<file path="config.mk">
export PLATFORM = sky130hd
export DESIGN_NAME = puzzle_move_unit
export DESIGN_NICKNAME = d
export VERILOG_FILES = /design/src/rtl/puzzle_pkg.sv /design/src/rtl/blank_locator.sv /design/src/rtl/puzzle_move_unit.sv
export SDC_FILE = /design/constraint.sdc
export NUM_CORES = 1
export LEC_CHECK = 0
export ABC_AREA = 1
export CAP_MARGIN = 20
export CORE_ASPECT_RATIO = 0.8
export CORE_MARGIN = 2
export CORE_UTILIZATION = 35
export DETAILED_ROUTE_END_ITERATION = 8
export PLACE_DENSITY = 0.58
export SYNTH_ARGS = -nofsm -noshare
export SYNTH_HDL_FRONTEND = slang
export SYNTH_SLANG_ARGS = --single-unit
export TNS_END_PERCENT = 100
</file>
<file path="constraint.sdc">
create_clock -name clk -period 9.2 [get_ports clk]
set_input_delay 1.38 -clock clk [delete_from_list [all_inputs] [get_ports clk]]
set_output_delay 1.38 -clock clk [all_outputs]
set_load 0.01 [all_outputs]
</file>
<file path="src/rtl/puzzle_pkg.sv">
// Shared constants, state/direction encodings and board helpers for the
// 2x3 sliding-puzzle move unit.
package puzzle_pkg;

   localparam int CELL_W  = 3;
   localparam int N_CELLS = 6;
   localparam int N_COLS  = 3;
   localparam int BOARD_W = CELL_W * N_CELLS;

   localparam logic [3:0]         REG_ORD      = 4'd0;
   localparam logic [3:0]         REG_CNT      = 4'd1;
   localparam logic [BOARD_W-1:0] SOLVED_BOARD = 18'o123450;

   typedef enum logic [2:0] {
      ST_IDLE   = 3'd0,
      ST_CALC   = 3'd1,
      ST_WR_ORD = 3'd2,
      ST_WR_CNT = 3'd3,
      ST_RESP   = 3'd4
   } state_t;

   typedef enum logic [1:0] {
      DIR_UP    = 2'd0,
      DIR_DOWN  = 2'd1,
      DIR_LEFT  = 2'd2,
      DIR_RIGHT = 2'd3
   } dir_t;

   // Cell 0 sits in the most significant 3-bit slot of the board word.
   function automatic logic [BOARD_W-1:0] swap_cells(input logic [BOARD_W-1:0] b,
                                                     input logic [2:0] pa,
                                                     input logic [2:0] pb);
      logic [BOARD_W-1:0] r;
      logic [CELL_W-1:0]  ca;
      logic [CELL_W-1:0]  cb;
      r  = b;
      ca = b[(N_CELLS-1-int'(pa))*CELL_W +: CELL_W];
      cb = b[(N_CELLS-1-int'(pb))*CELL_W +: CELL_W];
      r[(N_CELLS-1-int'(pa))*CELL_W +: CELL_W] = cb;
      r[(N_CELLS-1-int'(pb))*CELL_W +: CELL_W] = ca;
      return r;
   endfunction

endpackage

</file>
<file path="src/rtl/blank_locator.sv">
// Finds the blank (zero) cell of a board; valid only when exactly one
// blank is present.
module blank_locator
   import puzzle_pkg::*;
(
   input  logic [BOARD_W-1:0] board,
   output logic [2:0]         pos,
   output logic               valid
);

   logic [2:0] n_blank;

   always_comb begin
      pos     = 3'd0;
      n_blank = 3'd0;
      for (int i = N_CELLS-1; i >= 0; i--) begin
         if (board[(N_CELLS-1-i)*CELL_W +: CELL_W] == '0) begin
            pos     = 3'(i);
            n_blank = n_blank + 3'd1;
         end
      end
      valid = (n_blank == 3'd1);
   end

endmodule

</file>
<file path="src/rtl/puzzle_move_unit.sv">
// Applies one blank-move command to the board snapshot and writes the new
// board and incremented move count back to the register file.
module puzzle_move_unit
   import puzzle_pkg::*;
(
   input  logic        clk,
   input  logic        rst_n,
   input  logic        cmd_valid,
   output logic        cmd_ready,
   input  logic [1:0]  cmd_dir,
   input  logic [39:0] ord,
   input  logic [39:0] cnt,
   output logic        we,
   output logic [3:0]  dst,
   output logic [39:0] data,
   output logic        rsp_valid,
   output logic        rsp_err,
   output logic        solved
);

   // Handshake: a command is taken on any rising edge where cmd_valid and
   // cmd_ready are both high; cmd_ready is high only in IDLE.

   state_t             state_q, state_d;
   logic [BOARD_W-1:0] board_q, board_d;
   logic [39:0]        cnt_q, cnt_d;
   dir_t               dir_q, dir_d;
   logic               we_q, we_d;
   logic [3:0]         dst_q, dst_d;
   logic [39:0]        data_q, data_d;
   logic               rsp_valid_q, rsp_valid_d;
   logic               rsp_err_q, rsp_err_d;
   logic               solved_q, solved_d;

   logic [2:0]         blank_pos;
   logic               blank_ok;
   logic               legal;
   logic [2:0]         tgt_pos;
   logic [BOARD_W-1:0] new_board;

   blank_locator u_blank_locator (
      .board (board_q),
      .pos   (blank_pos),
      .valid (blank_ok)
   );

   always_comb begin
      legal   = 1'b0;
      tgt_pos = blank_pos;
      case (dir_q)
         DIR_UP:    if (blank_pos >= 3'd3) begin legal = 1'b1; tgt_pos = blank_pos - 3'd3; end
         DIR_DOWN:  if (blank_pos <= 3'd2) begin legal = 1'b1; tgt_pos = blank_pos + 3'd3; end
         DIR_LEFT:  if (blank_pos != 3'd0 && blank_pos != 3'd3) begin legal = 1'b1; tgt_pos = blank_pos - 3'd1; end
         DIR_RIGHT: if (blank_pos != 3'd2 && blank_pos != 3'd5) begin legal = 1'b1; tgt_pos = blank_pos + 3'd1; end
         default:   legal = 1'b0;
      endcase
      legal     = legal & blank_ok;
      new_board = swap_cells(board_q, blank_pos, tgt_pos);
   end

   // Outputs are registered from the next state, so they are valid for
   // exactly the cycle the FSM spends in the corresponding state.
   always_comb begin
      state_d     = state_q;
      board_d     = board_q;
      cnt_d       = cnt_q;
      dir_d       = dir_q;
      we_d        = 1'b0;
      dst_d       = 4'd0;
      data_d      = 40'd0;
      rsp_valid_d = 1'b0;
      rsp_err_d   = 1'b0;
      solved_d    = solved_q;
      case (state_q)
         ST_IDLE: begin
            if (cmd_valid) begin
               board_d  = ord[BOARD_W-1:0];
               cnt_d    = cnt;
               dir_d    = dir_t'(cmd_dir);
               solved_d = (ord[BOARD_W-1:0] == SOLVED_BOARD);
               state_d  = ST_CALC;
            end
         end
         ST_CALC: begin
            if (legal) begin
               board_d = new_board;
               we_d    = 1'b1;
               dst_d   = REG_ORD;
               data_d  = {22'd0, new_board};
               state_d = ST_WR_ORD;
            end else begin
               rsp_valid_d = 1'b1;
               rsp_err_d   = 1'b1;
               state_d     = ST_RESP;
            end
         end
         ST_WR_ORD: begin
            solved_d = (board_q == SOLVED_BOARD);
            we_d     = 1'b1;
            dst_d    = REG_CNT;
            data_d   = cnt_q + 40'd1;
            state_d  = ST_WR_CNT;
         end
         ST_WR_CNT: begin
            rsp_valid_d = 1'b1;
            state_d     = ST_RESP;
         end
         ST_RESP: begin
            state_d = ST_IDLE;
         end
         default: state_d = ST_IDLE;
      endcase
   end

   always_ff @(posedge clk or negedge rst_n) begin
      if (!rst_n) begin
         state_q     <= ST_IDLE;
         board_q     <= '0;
         cnt_q       <= '0;
         dir_q       <= DIR_UP;
         we_q        <= 1'b0;
         dst_q       <= 4'd0;
         data_q      <= 40'd0;
         rsp_valid_q <= 1'b0;
         rsp_err_q   <= 1'b0;
         solved_q    <= 1'b0;
      end else begin
         state_q     <= state_d;
         board_q     <= board_d;
         cnt_q       <= cnt_d;
         dir_q       <= dir_d;
         we_q        <= we_d;
         dst_q       <= dst_d;
         data_q      <= data_d;
         rsp_valid_q <= rsp_valid_d;
         rsp_err_q   <= rsp_err_d;
         solved_q    <= solved_d;
      end
   end

   assign cmd_ready = (state_q == ST_IDLE);
   assign we        = we_q;
   assign dst       = dst_q;
   assign data      = data_q;
   assign rsp_valid = rsp_valid_q;
   assign rsp_err   = rsp_err_q;
   assign solved    = solved_q;

endmodule
</file>
==> impl_metrics.json, run 1 <==
{
  "status": "complete, no violations",
  "maxSlewHeadroom_pct": 24.9,
  "drt-initial-drc-count": 860,
  "grt_first_pass_wirelength_mm": 48.4,
  "cts_tree": "yes",
  "slew_viol_final": 0,
  "vias": 9509,
  "rr_startpoint": "board_q[1]",
  "synth_ff_type": "dfrtp_1",
  "hold_ws_ns": 0.468,
  "ys_seq_elements": 108,
  "rows": 53,
  "area_delta_synth_final_pct": 18.4,
  "hold_path_class": "reg -> reg",
  "drtAntennaViolNets": 0,
  "cp-start-kind": "register",
  "cts.sinks": 108,
  "syn_area_per_cell_sq_um": 6.66,
  "finalCritPeriodShare_pct": 90.4,
  "finalSetupViolations": 0,
  "cpMostUsedCell": "nand2_1",
  "dieArea_sq_um": 27800,
  "start_util_pct": 35.4,
  "root_buffer": "clkbuf_16",
  "dp_slack_ns": 1.06,
  "critPathRequiredTime_ns": 9.45,
  "antenna_cells": 0,
  "postSynthCellCount": 1390,
  "synth-edff-count": 0,
  "yosys_warnings": 0,
  "drc": 0,
  "rrSetupSlack_ns": 0.88,
  "postCtsSetupRepairBufs": 0,
  "final_util_pct": 41.9,
  "fin_setup_tns_ns": 0,
  "cts_max_level": 3,
  "viasPerCell": 5.18,
  "rr_worst_depth": 35,
  "cts.clk_slew.worst_paths_ns": 0.07,
  "arrival_ns": 8.57,
  "track_usage_pct": 22.1,
  "worst_path_max_delay_cell": "o21ai_0",
  "place_congestion": 0.941,
  "wirelength_mm": 30.2,
  "layout-drive-gt1-share_pct": 8.24,
  "layout_min_cycle_time_ns": 8.32,
  "die_w_um": 186,
  "grt_antenna_before_repair": 0,
  "skew_ns": 0.00733,
  "cts_inserted_buffers": 9,
  "tightestPinTransition_ns": 1.11,
  "grt_overflow": 0,
  "yosysSeqAreaShare_pct": 29.2,
  "cts-resized-gates": 0,
  "synth_area_sq_um": 9250,
  "io_pins": 134,
  "min_to": "data[39]",
  "rsz0062_at_grt": "false",
  "fmax_mhz": 120,
  "cp_max_fo": 27,
  "crit_type": "reg -> reg",
  "cts_hold_buf": 0,
  "setup_slack_ns": 0.881,
  "clockBufferDepth": 2,
  "hold_depth": 1,
  "fin_nets": 1602,
  "drv_cap": 0,
  "wl_per_cell_um": 16.4,
  "slowest_delay_ns": 0.89,
  "grt_pass1_vias": 8810,
  "firstDrtPassIters": 6,
  "dpl.hpwl_mm": 23.7,
  "numPortBuffers": 108,
  "endpoint_kind": "register",
  "clock_latency_ns": 0.36,
  "worstHoldStart": "cnt_q[39]",
  "synthArstFlopShare_pct": 100,
  "die_y_um": 149,
  "grt_max_degree": 71,
  "core_area_sq_um": 26100,
  "finalHoldViolCount": 0,
  "r2r_end": "board_q[17]",
  "synth_cell_types": 64
}
layout make-up:
class,count,area (sq um)
Clock buffer,10,239
Sequential cell,108,2700
Inverter,173,654
Multi-Input combinational cell,1066,5710
Timing Repair Buffer,117,1150
Tap cell,357,447
Fill cell,2782,15200
Clock inverter,6,62.6
sequential cells by signal, indices dropped and copies added (netlist names):
name and cells:
rsp_err 1, board_q 18, rsp_valid 1, we 1, data 40, cnt_q 40
dst 1, dir_q 2, solved 1, state_q 3
critical path: cells and delay by family, from the launching register on:
family	cells	cell delay, ns
AO/OA/AOI/OAI	6	2.49
adder cells (fa/ha/maj)	7	1.59
AND/OR/NAND/NOR	17	2.71
flip-flops	1	0.47
XOR/XNOR	1	0.44
buffers and inverters	4	0.50
routing by layer:
| metal | share of wire, % | routed length [um] | track usage [%] |
|---|---|---|---|
| met1 | 52 | 15700 | 34.9 |
| met2 | 40 | 12000 | 31.0 |
| met3 | 7.0 | 2120 | 4.11 |
| met4 | 1.3 | 405 | 3.78 |
| met5 | 0 | 0 | 0 |
how the worst max path moves through the flow:
stage	endpoint	depth (start not counted)	startpoint
2_1_floorplan	board_q[13]	38	board_q[3]
3_3_place_gp	board_q[17]	37	board_q[1]
3_5_place_dp	board_q[17]	38	board_q[1]
4_1_cts	board_q[17]	38	board_q[1]
5_1_grt	board_q[17]	38	board_q[1]
6_report	board_q[17]	35	board_q[1]
synth_stat cells, types with 5 or more instances:
master | instances | area, sq um
nand4_1 | 28 | 175
nand3_2 | 8 | 80.1
clkinv_1 | 7 | 26.3
a21oi_1 | 78 | 390
nand2_4 | 9 | 101
mux2_2 | 16 | 180
nand2_1 | 328 | 1230
o22ai_1 | 9 | 56.3
nor4_1 | 13 | 81.3
o21ai_0 | 61 | 305
nor3_1 | 26 | 130
nand2_2 | 7 | 43.8
nor2_2 | 9 | 56.3
xnor2_1 | 6 | 52.6
o211ai_1 | 8 | 60.1
clkbuf_1 | 25 | 93.8
nor2_4 | 5 | 56.3
dfrtp_1 | 108 | 2700
or2_2 | 5 | 31.3
o21bai_1 | 5 | 37.5
nor2_1 | 183 | 687
nand3_1 | 138 | 691
buf_2 | 11 | 55.1
inv_1 | 152 | 571
o21ai_1 | 22 | 110
ha_1 | 41 | 513
inv_2 | 12 | 45.0
kinds of logic after synthesis:
group	after synthesis	synth area share [%]
DFF	108	29.2
buffers and inverters	218	9.33
other	1	0.0405
AOI/OAI and AO/OA	216	13.5
and+or+nand+nor	777	38.8
muxes	16	1.95
adders and majority gates	42	5.76
xor gates and xnor gates	12	1.42
stage by stage:
| step | instance area (sq um) | cells |
|---|---|---|
| finish | 11000 | 1837 |
| global route | 11000 | 1837 |
| CTS | 11000 | 1837 |
| detailed placement | 10700 | 1821 |
| global placement | 10700 | 1821 |
| floorplan | 9260 | 1392 |
placed cells by master, fill, tap and decap left out, drive strengths merged, types with 3 or more instances in the layout:
cell / count
nor4: 16
o21bai: 5
buf: 10
o31ai: 4
nor3: 29
o22ai: 9
a21oi: 82
o21a: 4
nor2: 200
clkdlybuf4s50: 107
mux2: 16
nand2: 345
o21ai: 84
xor2: 6
dfrtp: 108
xnor2: 6
nand4: 29
o211ai: 8
or2: 5
ha: 41
clkinv: 11
nand3: 147
clkbuf: 10
nand3b: 4
inv: 167
conb: 3
o2111ai: 3
Power of run 1 is not shown: default switching activity piles up to over one toggle a cycle in this logic, so the estimate is an artifact.
==> inputs of run 2 (changes only) <==
- CORE_UTILIZATION: 35 -> 30
- PLACE_DENSITY: 0.58 -> 0.52
- SLEW_MARGIN: default -> 20
==> impl_metrics.json, run 2 (synthesis results as in run 1) <==
{
  "core_area_sq_um": 30400,
  "fin_setup_tns_ns": 0,
  "cts_inserted_buffers": 9,
  "maxSlewHeadroom_pct": 39.0,
  "fmax_mhz": 127,
  "fin_nets": 1604,
  "critPathRequiredTime_ns": 9.44,
  "dp_slack_ns": 1.43,
  "dpl.hpwl_mm": 24.9,
  "cts_tree": "yes",
  "layout_common_cells": "nand2_1, nor2_1, inv_1",
  "finalSetupViolations": 0,
  "drc": 0,
  "endpoint_kind": "register",
  "slew_viol_final": 0,
  "crit_buf_inv": 5,
  "io_pins": 134,
  "postCtsSetupRepairBufs": 0,
  "place_congestion": 0.954,
  "finalCritPeriodShare_pct": 85.4,
  "layout_commonest_cell": "nand2_1",
  "grt_antenna_before_repair": 0,
  "grt_max_degree": 71,
  "drt-initial-drc-count": 817,
  "firstDrtPassIters": 5,
  "grt_overflow": 0,
  "track_usage_pct": 19.4,
  "wl_per_cell_um": 16.6,
  "cts.sinks": 108,
  "cp-start-kind": "register",
  "die_w_um": 200,
  "dieArea_sq_um": 32300,
  "rsz0062_at_grt": "false",
  "tightestPinTransition_ns": 0.912,
  "finalHoldViolCount": 0,
  "fillers": 3329,
  "drtAntennaViolNets": 0,
  "antenna_cells": 0,
  "die_y_um": 161,
  "slowest_delay_ns": 0.61,
  "setup_slack_ns": 1.34,
  "cts.clk_slew.worst_paths_ns": 0.07,
  "layout_min_cycle_time_ns": 7.86,
  "cpMostUsedCell": "nand2_1",
  "root_buffer": "clkbuf_16",
  "hold_path_class": "reg -> reg",
  "arrival_ns": 8.10,
  "drv_cap": 0,
  "cts_max_level": 3,
  "numPortBuffers": 108,
  "crit_type": "reg -> reg",
  "skew_ns": 0.0103,
  "cp_max_fo": 33,
  "clockBufferDepth": 2,
  "wirelength_mm": 31.6,
  "status": "complete, no violations",
  "start_util_pct": 30.5,
  "area_delta_synth_final_pct": 19.6,
  "layout-drive-gt1-share_pct": 8.30,
  "viasPerCell": 5.03,
  "cts-resized-gates": 0,
  "cts_hold_buf": 0,
  "vias": 9532,
  "clock_latency_ns": 0.35,
  "worst_path_max_delay_cell": "a21oi_4",
  "critical_path.top_delay_family": "simple AND/OR/NAND/NOR gates",
  "grt_pass1_vias": 8711,
  "grt_first_pass_wirelength_mm": 49.7,
  "rows": 57
}
==> run 2: path summary, 6_finish.rpt <==
kind / endpoint / from / cells past startpoint / slack [ns]
max: board_q[17] / board_q[1] / 37 / 1.34
min: data[39] / cnt_q[39] / 1 / 0.48
max reg2reg: board_q[17] / board_q[1] / 37 / 1.34
min reg2reg: data[39] / cnt_q[39] / 1 / 0.48
max in group asynchronous: cnt_q[26] / rst_n / 2 / 6.91
min in group asynchronous: cnt_q[19] / rst_n / 1 / 1.02
==> run 2: final cells by class <==
type	count	area (sq um)	share of cell area, %
tap	413	517	4.67
timing repair buffer	119	1160	10.5
sequential	108	2700	24.4
clock buffer	11	243	2.19
clock inverter	5	82.6	0.746
inverter	173	654	5.91
multi-input combinational	1066	5710	51.6
==> run 2: per-layer routing <==
metal	routed length [um]	global-route usage, %	vias to the layer above
met2	12400	26.5	314
met5	0	0	-
met4	431	3.47	0
met1	16600	31.0	4434
li1	-	-	4757
met3	2200	4.00	27
==> run 2: through the flow <==
| step | instance area (sq um) | hold slack, ns | instances | utilization, % |
|---|---|---|---|---|
| 4_1_cts | 11100 | 0.479 | 1895 | 36.4 |
| 2_1_floorplan | 9260 | 0.428 | 1392 | - |
| 5_1_grt | 11100 | 0.498 | 1895 | 36.4 |
| 6_report | 11100 | 0.483 | 1895 | 36.4 |
| 3_5_place_dp | 10700 | 0.469 | 1879 | 35.4 |
| 3_3_place_gp | 10700 | 0.454 | 1879 | 35.4 |
==> run 2: worst register-to-register path, delay by kind of cell (launching register included) <==
kind / cells / cell delay [ns]
and+or+nand+nor: 20 / 3.59
adders and majority gates: 7 / 1.78
AOI/OAI and AO/OA: 4 / 1.30
DFF: 1 / 0.47
buffers and inverters: 5 / 0.46
xor gates and xnor gates: 1 / 0.15
Power of run 2 is left out for the same reason.
